==> src/rtl/rv32_pkg.sv <==
// rv32_pkg: definitions shared by the RV32I core slice.
//   - loader_state_t   : state encoding of the instruction-memory loader
//   - FRAME_HDR_BYTES  : number of length bytes at the head of a load frame
//   - BYTES_PER_WORD   : bytes per 32-bit instruction word
//   - IMEM_WORDS_DEFAULT : instruction memory depth in words; Insmem uses the same value
package rv32_pkg;

  typedef enum logic [2:0] {
    S_IDLE = 3'd0,
    S_LEN0 = 3'd1,
    S_LEN1 = 3'd2,
    S_DATA = 3'd3,
    S_CSUM = 3'd4,
    S_DONE = 3'd5,
    S_ERR  = 3'd6
  } loader_state_t;

  localparam int FRAME_HDR_BYTES    = 2;
  localparam int BYTES_PER_WORD     = 4;
  localparam int IMEM_WORDS_DEFAULT = 256;

endpackage

==> src/rtl/byte_packer.sv <==
// byte_packer: assembles little-endian 32-bit words from a byte stream.
// Ports:
//   clk, rst     : clock, asynchronous active-low reset
//   clear        : synchronous clear of lane counter and word register
//   byte_valid   : byte_data is consumed this cycle
//   byte_data    : incoming byte, placed at lane `lane` (lane 0 = bits 7:0)
//   word         : assembled word register
//   word_ready   : one-cycle pulse, high the cycle after the 4th byte lands
//   lane         : current lane (next byte position)
module byte_packer
  import rv32_pkg::*;
(
  input  logic        clk,
  input  logic        rst,
  input  logic        clear,
  input  logic        byte_valid,
  input  logic [7:0]  byte_data,
  output logic [31:0] word,
  output logic        word_ready,
  output logic [1:0]  lane
);

  localparam logic [1:0] LAST_LANE = 2'(BYTES_PER_WORD - 1);

  always_ff @(posedge clk or negedge rst) begin
    if (!rst) begin
      word       <= '0;
      word_ready <= 1'b0;
      lane       <= '0;
    end else begin
      word_ready <= 1'b0;
      if (clear) begin
        word <= '0;
        lane <= '0;
      end else if (byte_valid) begin
        word[{lane, 3'b000} +: 8] <= byte_data;
        lane                      <= lane + 2'd1;
        // The word register already holds all four bytes when this pulse is high.
        word_ready                <= (lane == LAST_LANE);
      end
    end
  end

endmodule

==> src/rtl/imem_loader.sv <==
// imem_loader: byte-serial program loader for the RV32I instruction memory.
// Frame: LEN_LO, LEN_HI, LEN x 4 payload bytes (little-endian words), CSUM
// where CSUM is the XOR of all payload bytes.
// Ports:
//   clk, rst   : clock, asynchronous active-low reset
//   start      : pulse that begins a load (honoured in IDLE, DONE, ERR)
//   rx_data    : frame byte
//   rx_valid   : rx_data valid
//   rx_ready   : loader accepts a byte this cycle
//   im_we      : instruction memory write strobe (one cycle per word)
//   im_addr    : word address of the write
//   im_wdata   : instruction word
//   core_hold  : core reset, low only once a good image is loaded
//   busy       : frame in progress
//   done       : last frame loaded with a good checksum
//   err        : last frame rejected
//   fsm_state  : current loader state, for observation
//
// Handshake: a byte transfers on a rising edge where rx_valid && rx_ready.
// rx_ready is a registered function of state only and is high throughout
// LEN0..CSUM, so the sender may stream at one byte per cycle; rx_valid while
// rx_ready is low is ignored.
module imem_loader
  import rv32_pkg::*;
#(
  parameter int IMEM_WORDS = IMEM_WORDS_DEFAULT,
  parameter int ADDR_W     = 8
) (
  input  logic              clk,
  input  logic              rst,
  input  logic              start,
  input  logic [7:0]        rx_data,
  input  logic              rx_valid,
  output logic              rx_ready,
  output logic              im_we,
  output logic [ADDR_W-1:0] im_addr,
  output logic [31:0]       im_wdata,
  output logic              core_hold,
  output logic              busy,
  output logic              done,
  output logic              err,
  output loader_state_t     fsm_state
);

  localparam logic [16:0] MAX_LEN = 17'(IMEM_WORDS);

  loader_state_t state, state_next;
  logic [7:0]    len_lo;
  logic [15:0]   frame_len;
  logic [15:0]   word_cnt;
  logic [7:0]    csum;
  logic [1:0]    lane;
  logic          accept;
  logic          start_ok;
  logic          data_byte;
  logic          word_end;
  logic [15:0]   len_in;

  assign accept    = rx_valid && rx_ready;
  assign start_ok  = start && (state == S_IDLE || state == S_DONE || state == S_ERR);
  assign data_byte = accept && (state == S_DATA);
  assign word_end  = data_byte && (lane == 2'd3);
  assign len_in    = {rx_data, len_lo};
  assign fsm_state = state;

  byte_packer u_packer (
    .clk        (clk),
    .rst        (rst),
    .clear      (start_ok),
    .byte_valid (data_byte),
    .byte_data  (rx_data),
    .word       (im_wdata),
    .word_ready (im_we),
    .lane       (lane)
  );

  always_comb begin
    state_next = state;
    case (state)
      S_IDLE, S_DONE, S_ERR: if (start) state_next = S_LEN0;
      S_LEN0: if (accept) state_next = S_LEN1;
      S_LEN1: begin
        if (accept) begin
          if ({1'b0, len_in} > MAX_LEN) state_next = S_ERR;
          else if (len_in == 16'd0)     state_next = S_CSUM;
          else                          state_next = S_DATA;
        end
      end
      S_DATA: if (word_end && (word_cnt + 16'd1 == frame_len)) state_next = S_CSUM;
      S_CSUM: begin
        if (accept) state_next = (rx_data == csum) ? S_DONE : S_ERR;
      end
      default: state_next = S_IDLE;
    endcase
  end

  // Status outputs are registered from the next state so they line up with
  // the state register without any input-to-output path.
  always_ff @(posedge clk or negedge rst) begin
    if (!rst) begin
      state     <= S_IDLE;
      rx_ready  <= 1'b0;
      busy      <= 1'b0;
      done      <= 1'b0;
      err       <= 1'b0;
      core_hold <= 1'b1;
      len_lo    <= '0;
      frame_len <= '0;
      word_cnt  <= '0;
      csum      <= '0;
      im_addr   <= '0;
    end else begin
      state     <= state_next;
      rx_ready  <= (state_next == S_LEN0) || (state_next == S_LEN1) ||
                   (state_next == S_DATA) || (state_next == S_CSUM);
      busy      <= (state_next == S_LEN0) || (state_next == S_LEN1) ||
                   (state_next == S_DATA) || (state_next == S_CSUM);
      done      <= (state_next == S_DONE);
      err       <= (state_next == S_ERR);
      core_hold <= (state_next != S_DONE);

      if (start_ok) begin
        word_cnt <= '0;
        csum     <= '0;
      end
      if (accept && state == S_LEN0) len_lo    <= rx_data;
      if (accept && state == S_LEN1) frame_len <= len_in;
      if (data_byte) csum <= csum ^ rx_data;
      if (word_end) begin
        im_addr  <= word_cnt[ADDR_W-1:0];
        word_cnt <= word_cnt + 16'd1;
      end
    end
  end

endmodule
==> config.mk <==
export PLATFORM = sky130hd
export DESIGN_NAME = imem_loader
export DESIGN_NICKNAME = d
export VERILOG_FILES = /design/src/rtl/rv32_pkg.sv /design/src/rtl/byte_packer.sv /design/src/rtl/imem_loader.sv
export SDC_FILE = /design/constraint.sdc
export NUM_CORES = 1
export LEC_CHECK = 0
export BUFFER_PORTS_ARGS = -buffer_cell sky130_fd_sc_hd__buf_4
export CORE_MARGIN = 8
export CORE_UTILIZATION = 45
export CTS_BUF_LIST = sky130_fd_sc_hd__clkbuf_8
export DETAILED_ROUTE_END_ITERATION = 10
export GPL_TIMING_DRIVEN = 0
export PLACE_DENSITY_LB_ADDON = 0.08
export SETUP_SLACK_MARGIN = 0.4
export SKIP_LAST_GASP = 1
export SLEW_MARGIN = 30
export SYNTH_ARGS = -nofsm -noshare
export SYNTH_HDL_FRONTEND = slang
export SYNTH_HIERARCHICAL = 1
export SYNTH_SLANG_ARGS = --single-unit
export TNS_END_PERCENT = 1
==> constraint.sdc <==
create_clock -name clk -period 3.9 [get_ports clk]
set_input_delay 0.78 -clock clk [delete_from_list [all_inputs] [get_ports clk]]
set_output_delay 0.78 -clock clk [all_outputs]
set_load 0.005 [all_outputs]
Yosys cells after proc, flatten, opt, wreduce, memory -nomap -nowiden

Index checks and enable logic that the tools add are counted.

Register bits after elaboration: 98
Word-level logic and storage cells: 73

$add $sub $neg: 3
Order comparisons: 1
Equality and inequality tests: 16
Muxes and demuxes: 20
Reduce and logical (&&, ||, !) cells: 17
Bitwise gates (word level): 1
Shift operators: 2

Operators by type and width:

| operator                 | count |
|---|---|
| $mux W32                 | 2 |
| $bwmux W32               | 1 |
| $mux W16                 | 2 |
| $shift A8 B7 Y32 const A | 1 |
| $shiftx A8 B7 Y32        | 1 |
| $mux W3                  | 7 |
| $eq A3 B3 Y1 const B     | 6 |
| $add A16 B1 Y16 const B  | 1 |
| $eq A16 B16 Y1           | 1 |
| $gt A16 B9 Y1 const B    | 1 |
| $logic_not A16 Y1        | 1 |
| $mux W8                  | 2 |
| $pmux W3 S5              | 1 |
| $eq A3 B2 Y1 const B     | 4 |
| $eq A8 B8 Y1             | 1 |
| $xor A8 B8 Y8            | 1 |
| $logic_and A1 B1 Y1      | 7 |
| $neg A5 Y7               | 1 |
| $eq A3 B1 Y1 const B     | 2 |
| $mux W2                  | 3 |
| $logic_or A1 B1 Y1       | 5 |
| $reduce_bool A2 Y1       | 2 |
| $logic_not A3 Y1         | 1 |
| $ne A3 B3 Y1 const B     | 1 |
| 4 further kinds          | 5 |

Logic depth before layout (Yosys ltp)

Word-level depth: 10
Mapped depth: 10
Depth with buffers taken out: 8

Cells and area by module

The synthesis kept the hierarchy.

By module, submodules not included:

| module      | area an instance (sq um) | cells each | instances |
|---|---|---|---|
| imem_loader | 3488.3                   | 358        | 1 |
| byte_packer | 1607.8                   | 127        | 1 |

Least setup slack after synthesis

No wires, ideal clock.

Kind: input to register
From: input port rx_valid
To: register frame_len[10]
Arrival: 2.254 ns
Stages: 4
Buffers on the path: 1
Path slack: 1.521 ns
Cells stage by stage: nand2_1 > nor3_1 > clkbuf_1 > mux2_2

Cells in the longest elaborated chain, start to end: 2

Ends and longest elaborated chain:

| item                 | line               | source |
|---|---|---|
| from (decl)          | imem_loader.sv:33  | `input logic rx_valid,` |
| $logic_and A1 B1 Y1  | imem_loader.sv:59  | `assign accept = rx_valid && rx_ready;` |
| $logic_and A1 B1 Y1  | imem_loader.sv:127 | `if (accept && state == S_LEN1) frame_len <= len_in;` |
| to (signal assigned) | imem_loader.sv:127 |  |
| to (decl)            | imem_loader.sv:49  | `logic [15:0] frame_len;` |

No other way between the ends.
A chain may end at the register's enable or synchronous reset.

Worst setup path after layout

From: register state[2] (netlist: fsm_state[2])
To: register u_packer.word[20]

RTL lines:

| item                                | line               | source |
|---|---|---|
| from (decl)                         | imem_loader.sv:47  | `loader_state_t state, state_next;` |
| from (signal assigned)              | imem_loader.sv:113 | `state <= state_next;` |
| $eq A3 B2 Y1                        | imem_loader.sv:61  | `assign data_byte = accept && (state == S_DATA);` |
| $logic_and A1 B1 Y1                 | imem_loader.sv:61  |  |
| via data_byte                       | imem_loader.sv:55  | `logic data_byte;` |
| $reduce_bool A2 Y1 (no source line) | n/a                |  |
| to (signal, indexed assignment)     | byte_packer.sv:36  | `word[{lane, 3'b000} +: 8] <= byte_data;` |
| to (decl)                           | byte_packer.sv:18  | `output logic [31:0] word,` |

The timed path passes the listed nets, and every way through them passes these cells.

==> results.json <==
{
  "die_area_um2": 15000,
  "rows": 39,
  "ioPinCount": 61,
  "rsz0062_at_grt": "no",
  "slew_viol_final": 0,
  "hold_viol": 0,
  "wirelength_mm": 12.5,
  "critPathSlowestCell": "a21oi_1",
  "grt_pass1_wl_mm": 20.8,
  "worst-slew-pin-transition_ps": 809,
  "grt_pass1_vias": 3955,
  "yosysWarningCount": 6,
  "power_density_nw_per_um2": 539,
  "synthFlopType": "dfrtp_1",
  "core_region_area_um2": 11200,
  "synth_fp_nets": 504,
  "syn_area_um2": 5100,
  "gp_congestion": 0.813,
  "postRouteAntennaNets": 0,
  "cts_resized": 0,
  "die_w_um": 122,
  "worstPathMaxFanout": 10,
  "synthCells": 485,
  "synth_seq_cells": 98,
  "drt-pass1-iter-count": 5,
  "wl_per_cell_um": 17.8,
  "synth_edf_count": 0,
  "finalSetupViolCount": 0,
  "syn-mean-instance-area_um2": 10.5,
  "areaGrowthSynthToFinish_pct": 16.8,
  "drive_above_1_share": 0.235,
  "cts_root_buf": "clkbuf_8",
  "grtUsageTotal": 0.174,
  "routed_via_density": 5.61,
  "hold_buffers": 0,
  "drc": 0,
  "start_kind": "register",
  "die_h_um": 122,
  "dpl_worst_slack_ps": 1150,
  "numCtsBuffers": 9,
  "p_leak_nw": 2.62,
  "fillers": 1025,
  "initial_core_util": 0.454,
  "regToRegSetupSlack_ps": 1110,
  "vias": 3947,
  "grt_max_degree": 99,
  "dp_hpwl_mm": 8.55,
  "cap_violations": 0,
  "antenna_cells": 0,
  "finalCritPeriodShare": 0.714,
  "path_class": "reg2reg",
  "cts_sinks": 98,
  "nets": 575,
  "slew_headroom": 0.461,
  "slowest_delay_ps": 560,
  "vdd_ir_drop_max_mv": 0.308,
  "r2r_cells": 7,
  "fin_ws_ps": 1110,
  "skew_ps": 11.4,
  "synth_cell_types": 64,
  "clk_latency_ps": 360,
  "drt-initial-drc-count": 226,
  "overflow": 0,
  "postCtsSetupRepairBufs": 0,
  "cts_tree": "done",
  "clockBufferDepth": 2,
  "htree_levels": 3,
  "min_period_ps": 2790,
  "crit_chain": "clkbuf_1 -> and3b_1 -> nand3_1 -> clkinv_1 -> buf_4 -> a21oi_1 -> a32o_1",
  "seq_area_frac_synth": 0.481,
  "crit_path_end_kind": "register",
  "status": "completed",
  "clk_pin_slew_ps": 90,
  "hold_class": "in2async",
  "arrival_ps": 3080,
  "layout_commonest_cell": "dfrtp_1",
  "fin_setup_tns_ps": 0,
  "cp.required_ps": 4200,
  "final_cell_mix": "97 x dfrtp_1, 65 x buf_4, 54 x nand2_1, 42 x o21ai_0, 25 x nor2_1",
  "finalPower_mw": 3.21,
  "antenna_found_initial": 0,
  "synthArstFlopShare": 1.00,
  "max_freq_mhz": 359,
  "io_buffers": 60
}
## stage by stage
stage | utilization | cell area [um^2] | cells | hold slack, ps
after global routing | 0.531 | 5950 | 704 | 520
after global placement | 0.510 | 5730 | 688 | 463
after CTS | 0.530 | 5940 | 704 | 493
after floorplan | - | 5100 | 485 | 470
after detailed placement | 0.511 | 5730 | 688 | 469
final | 0.531 | 5950 | 704 | 446
## layer usage
metal	routed length (um)	up-vias	part of all wire	global-route usage
met3	579	18	0.046	0.0281
met2	5790	119	0.46	0.269
met1	5900	1911	0.47	0.240
met4	236	0	0.019	0.0685
met5	0	-	0	0
li1	-	1899	-	-
## area by class of cell
type                       instances  area, um^2  area share
timing repair buffer              60         457      0.0767
multi-input combinational        339        2430       0.408
sequential                        98        2450       0.412
buffer                            33         171      0.0288
clock buffer                      10         138      0.0231
inverter                          15        56.3     0.00946
clock inverter                     6        71.3      0.0120
tap                              143         179      0.0300
## cell families after synthesis
group / share of synthesized area
AO/OA/AOI/OAI: 0.159
adder cells (fa/ha/maj): 0.0191
AND/OR/NAND/NOR: 0.181
flip-flops: 0.481
XOR/XNOR: 0.0577
multiplexers: 0.0570
buffers and inverters: 0.0447
## path summary, 6_finish.rpt
path	startpoint	end
max in group asynchronous	rst	im_addr[1]
min in group clk	im_addr[3]	im_addr[3]
setup / recovery	fsm_state[2]	u_packer/word[20]
hold reg to reg	im_addr[3]	im_addr[3]
hold / removal	rst	done
setup reg to reg	fsm_state[2]	u_packer/word[20]
## where the power goes
part / internal, mW / total (mW) / switching, mW
Clock: 0.321 / 0.692 / 0.371
Combinational: 0.527 / 1.08 / 0.556
Sequential: 1.25 / 1.44 / 0.191
Total: 2.09 / 3.21 / 1.12
## cell usage after synthesis, drive strengths merged (10+ instances only)
cell type,count,area [um^2]
mux2,24,270
o21ai,42,210
xnor2,23,201
nor2,25,93.8
inv,14,52.6
nand3,14,82.6
clkbuf,16,60.1
a32o,15,150
buf,17,111
dfrtp,97,2430
nand2,55,209
nor4,10,90.1
## flip-flops by register name, summed over array words and instances, names as in the netlist, 2 cells and up
| signal | cells |
|---|---|
| im_addr | 8 |
| word_cnt | 16 |
| len_lo | 8 |
| u_packer/lane | 2 |
| u_packer/word | 32 |
| fsm_state | 3 |
| csum | 8 |
| frame_len | 16 |
## worst max-delay path: cells and delay by family, from the launching register on
family	cells	cell delay, ps
and+or+nand+nor	2	620
AOI/OAI and AO/OA	2	770
DFF	1	360
buffers and inverters	3	960
Power figures use the tool's default switching activity.
